[src/rtl/prim_filter_cnt_pkg.sv]
// prim_filter_cnt_pkg
//   Shared constants and helpers for the counter-based glitch filter.
//   - MaxCycles    : largest supported stability window
//   - cnt_width()  : counter width needed to hold 0..Cycles
//   - cycles_legal(): elaboration-time range check for the Cycles parameter
package prim_filter_cnt_pkg;

    localparam int MaxCycles = 65535;

    function automatic int cnt_width(input int cycles);
        return $clog2(cycles + 1);
    endfunction

    function automatic bit cycles_legal(input int cycles);
        return (cycles >= 1) && (cycles <= MaxCycles);
    endfunction

endpackage

[src/rtl/prim_filter_cnt_bit.sv]
// prim_filter_cnt_bit
//   Single-channel counter-based glitch filter. The output only follows the
//   input once the input has been sampled equal for Cycles consecutive
//   enabled samples. Registered one-cycle rise/fall pulses accompany each
//   change of the filtered value.
// Ports:
//   clk_i    : clock, all state on rising edge
//   rst_i    : synchronous active-high reset, overrides en_i
//   en_i     : sample enable; low freezes the filter state
//   filter_i : synchronized, unfiltered input bit
//   filter_o : filtered value (registered)
//   rise_o   : one-cycle pulse when filter_o goes 0->1
//   fall_o   : one-cycle pulse when filter_o goes 1->0
module prim_filter_cnt_bit
    import prim_filter_cnt_pkg::*;
#(
    parameter int   Cycles     = 4,
    parameter logic ResetValue = 1'b0
) (
    input  logic clk_i,
    input  logic rst_i,
    input  logic en_i,
    input  logic filter_i,
    output logic filter_o,
    output logic rise_o,
    output logic fall_o
);

    localparam int                CntW   = cnt_width(Cycles);
    localparam logic [CntW-1:0]   CntMax = CntW'(Cycles);

    logic            r_in_q;
    logic            r_out_q;
    logic            r_rise_q;
    logic            r_fall_q;
    logic [CntW-1:0] r_cnt;

    logic            w_changed;
    logic [CntW-1:0] w_cnt_next;
    logic            w_settle;

    always_comb begin
        w_changed  = (filter_i != r_in_q);
        // A new value counts as its own first sample; otherwise saturate.
        if (w_changed) begin
            w_cnt_next = CntW'(1);
        end else if (r_cnt == CntMax) begin
            w_cnt_next = CntMax;
        end else begin
            w_cnt_next = r_cnt + CntW'(1);
        end
        // Commit when the run reaches the window and carries a new value.
        w_settle = (w_cnt_next == CntMax) && (filter_i != r_out_q);
    end

    always_ff @(posedge clk_i) begin
        if (rst_i) begin
            r_in_q   <= ResetValue;
            r_out_q  <= ResetValue;
            r_cnt    <= CntMax;
            r_rise_q <= 1'b0;
            r_fall_q <= 1'b0;
        end else if (en_i) begin
            r_in_q <= filter_i;
            r_cnt  <= w_cnt_next;
            if (w_settle) begin
                r_out_q  <= filter_i;
                r_rise_q <= filter_i;
                r_fall_q <= ~filter_i;
            end else begin
                r_rise_q <= 1'b0;
                r_fall_q <= 1'b0;
            end
        end else begin
            // Frozen: keep progress, but never stretch a pulse.
            r_rise_q <= 1'b0;
            r_fall_q <= 1'b0;
        end
    end

    assign filter_o = r_out_q;
    assign rise_o   = r_rise_q;
    assign fall_o   = r_fall_q;

endmodule

[src/rtl/prim_filter_cnt.sv]
// prim_filter_cnt
//   Width independent counter-based glitch filters, placed directly after an
//   input synchronizer. Adds no metastability protection of its own.
// Parameters:
//   Width      : number of channels
//   Cycles     : consecutive equal samples required (1..65535)
//   ResetValue : per-bit reset value of filter_o and the internal sample
// Ports:
//   clk_i, rst_i (sync, active high), en_i (sample enable)
//   filter_i : unfiltered inputs
//   filter_o : filtered outputs (registered)
//   rise_o   : per-bit one-cycle 0->1 pulse of filter_o
//   fall_o   : per-bit one-cycle 1->0 pulse of filter_o
module prim_filter_cnt
    import prim_filter_cnt_pkg::*;
#(
    parameter int               Width      = 1,
    parameter int               Cycles     = 4,
    parameter logic [Width-1:0] ResetValue = '0
) (
    input  logic             clk_i,
    input  logic             rst_i,
    input  logic             en_i,
    input  logic [Width-1:0] filter_i,
    output logic [Width-1:0] filter_o,
    output logic [Width-1:0] rise_o,
    output logic [Width-1:0] fall_o
);

    localparam int CntW = cnt_width(Cycles);

    if (!cycles_legal(Cycles) || (CntW < 1)) begin : g_bad_cycles
        $error("prim_filter_cnt: Cycles must be in 1..65535");
    end

    for (genvar gi = 0; gi < Width; gi++) begin : g_bit
        prim_filter_cnt_bit #(
            .Cycles     (Cycles),
            .ResetValue (ResetValue[gi])
        ) u_bit (
            .clk_i    (clk_i),
            .rst_i    (rst_i),
            .en_i     (en_i),
            .filter_i (filter_i[gi]),
            .filter_o (filter_o[gi]),
            .rise_o   (rise_o[gi]),
            .fall_o   (fall_o[gi])
        );
    end

endmodule

[config.mk]
export PLATFORM = sky130hd
export DESIGN_NAME = prim_filter_cnt
export DESIGN_NICKNAME = d
export VERILOG_FILES = /design/src/rtl/prim_filter_cnt_pkg.sv /design/src/rtl/prim_filter_cnt_bit.sv /design/src/rtl/prim_filter_cnt.sv
export SDC_FILE = /design/constraint.sdc
export NUM_CORES = 1
export LEC_CHECK = 0
export BUFFER_PORTS_ARGS = -buffer_cell sky130_fd_sc_hd__buf_2
export CORE_AREA = 8 8 45 47
export CTS_BUF_LIST = sky130_fd_sc_hd__clkbuf_2 sky130_fd_sc_hd__clkbuf_4 sky130_fd_sc_hd__clkbuf_8
export DETAILED_ROUTE_END_ITERATION = 8
export DIE_AREA = 0 0 53 55
export PLACE_DENSITY = 0.39
export SYNTH_ARGS = -nofsm -noshare
export SYNTH_HDL_FRONTEND = slang
export SYNTH_SLANG_ARGS = --single-unit
[constraint.sdc]
create_clock -name clk_i -period 2.6 [get_ports clk_i]
set_input_delay 0.78 -clock clk_i [delete_from_list [all_inputs] [get_ports clk_i]]
set_output_delay 0.78 -clock clk_i [all_outputs]
set_load 0.01 [all_outputs]
==> out/metrics.csv <==
stage,metric,value,unit
global_routing,overall routing resource usage,6.02,%
clock_network,Clock Path Buffers,2,
clock_network,hold_buf cts,0,
route,vias post-DR,274,
floorplan,IO Pins,7,
route,total wire length,683,um
route,Final ANT Viol Nets,0,
sta,final setup vio count,0,
route,Initial DRT Pass Iterations,2,
sta,final worst-path cycle share,64.1,%
synth,Yosys top cell by area,dfxtp_1,
global_routing,first-pass GRT wire length,1170,um
sta,Slew HR,75.1,%
critical_path,WP data required,2770,ps
sta,Max Transition Viols Final,0,
route,vias per cell,4.49,
sta,slew of the pin with the lowest slew margin,373,ps
placed_design,pre-CTS WS,658,ps
sta,unrepaired setup endpoints after global routing,no,
sta,f_max,600,MHz
sta,min cycle time layout,1670,ps
clock_network,CTS root buf,clkbuf_4,
floorplan,initial core utilization,23.6,%
outcome,status,completed,
critical_path,crit start category,input port,
sta,setup TNS,0,ps
min_path,Worst Hold Class,reg2reg,
clock_network,total CTS buffers,3,
clock_network,clk slew on worst S/H paths,50,ps
pwr,Power Total,263,uW
synth,largest cells by area after synthesis,"dfxtp_1 43%, ha_1 7.7%, a21oi_1 6.1%, a311oi_2 4.6%, inv_1 4.6%",
synth,cell count after synthesis,35,
clock_network,Num Clock Sinks,7,
job,max_cap viols,0,
synth,Post-Syn Area,327,um^2
min_path,Hold Path Stages,1,
sta,Hold Fails Final Rpt,0,
floorplan,FP Rows,14,
synth,YS warnings,0,
synth,sequential-to-total area share from yosys stat,42.9,%
floorplan,die height,55,um
placed_design,Routability Congestion,0.731,
pwr,peak supply drop,0.000206,V
global_routing,aggregate global routing overflow,0,
cells_and_area,number of diodes,0,
placed_design,Port Buffers,6,
clock_network,worst-skew pair later-pin latency,250,ps
cells_and_area,Nets,52,
critical_path,crit path max fanout,5,
route,Initial DRC Count,3,
sta,clk_skew,3.12,ps
route,# DRC,0,
synth,ys async rst share,0,%
global_routing,initial antenna violation count,0,
floorplan,core area,1380,um^2
synth,Synthesized Nets,41,
clock_network,postcts setup bufs,0,
route,routed length per instance,11.2,um
synth,Post-synth top cells,"7 x dfxtp_1, 4 x a21oi_1, 4 x inv_1",
synth,top-count cell post-synth,dfxtp_1,
pwr,Pleak,0.181,nW
synth,Syn Area/Cell,9.33,um^2
sta,final setup margin,933,ps
placed_design,hpwl dp,547,um
floorplan,die area,2920,um^2
critical_path,R2R depth,6,
clock_network,CTS HTree Levels,1,
global_routing,largest net degree at the start of global routing,7,
floorplan,Die Span X,53,um
cells_and_area,# fillers,155,
global_routing,vias in the first global route,274,
cells_and_area,layout cell share with drive strength beyond 1,31.1,%
synth,Post-synth EDFFs,0,
clock_network,CTS resizes,0,
pwr,pwr/cell area,647,nW/um^2
cells_and_area,P&R area growth vs syn,24.5,%
synth,share of the synthesized area in the top cell type,42.9,%
critical_path,crit path kind,in2reg,
synth,Yosys cell types,17,
synth,Most used DFF post-synth,dfxtp_1,
critical_path,CP endpoint kind,flop,
clock_network,CTS tree,done,
synth,"FF+latch count, synth",7,
critical_path,"Arr. time, crit path",1840,ps
-- metrics by stage --
step                util (%)  cell area, um^2  hold slack, ps  cells
floorplan                  -              327             450     35
global placement        27.2              377             443     57
detailed placement      27.2              377             444     57
CTS                     29.4              407             458     61
global route            29.4              407             482     61
finish                  29.4              407             462     61
-- cells in the final DEF (no fill, tap or decap), drive strengths merged, types with 2 or more instances in the layout --
master,n
dfxtp,7
buf,6
inv,4
a21oi,4
clkbuf,4
nand2,3
o21ai,2
nor2,2
nor3b,2
ha,2
nand3,2
-- final cells by class --
class / count / area (um^2) / share of cell area, %
multi-input combinational: 24 / 171 / 42.2
sequential: 7 / 140 / 34.5
clock buffer: 4 / 30.0 / 7.38
timing repair buffer: 6 / 30.0 / 7.38
tap: 16 / 20.0 / 4.92
inverter: 4 / 15.0 / 3.69
-- logic make-up (layout without fill, tap and decap cells) --
| logic type | count (synthesis) | in the layout | synth area share (%) |
|---|---|---|---|
| buffers and inverters | 4 | 14 | 4.60 |
| adder cells (fa/ha/maj) | 2 | 2 | 7.66 |
| AND/OR/NAND/NOR | 10 | 10 | 17.2 |
| AO/OA/AOI/OAI | 10 | 10 | 21.8 |
| XOR/XNOR | 1 | 1 | 2.68 |
| multiplexers | 1 | 1 | 3.07 |
| flip-flops | 7 | 7 | 42.9 |
-- sequential cells by signal (all words and copies together), names as in the netlist --
signal,cells
g_bit.u_bit.filter_o,1
g_bit.u_bit.fall_o,1
g_bit.u_bit.rise_o,1
g_bit.u_bit.r_in_q,1
g_bit.u_bit.r_cnt,3
-- where the power goes --
part           switching [mW]  internal, mW
Clock                  0.0415        0.0691
Sequential            0.00467         0.113
Combinational          0.0209        0.0141
-- worst paths after layout --
path / start / endpoint / slack (ps)
min: g_bit[0].u_bit.filter_o / g_bit[0].u_bit.rise_o / 460
min reg2reg: g_bit[0].u_bit.filter_o / g_bit[0].u_bit.rise_o / 460
max: filter_i / g_bit[0].u_bit.fall_o / 930
max reg2reg: g_bit[0].u_bit.r_cnt[0] / g_bit[0].u_bit.r_cnt[1] / 1150
-- routing by layer --
metal | vias up | global-route usage (%) | share of wire (%)
li1 | 143 | - | -
met1 | 120 | 5.03 | 43
met2 | 9 | 9.18 | 42
met3 | 2 | 5.61 | 13
met4 | 0 | 3.88 | 1.5
met5 | - | 0 | 0
-- critical path: stages --
cell      delay [ps]
buf_2            130
xor2_1           180
a311oi_2         400
nand3_2          120
nor3b_1          230
Power figures use the tool's default switching activity.
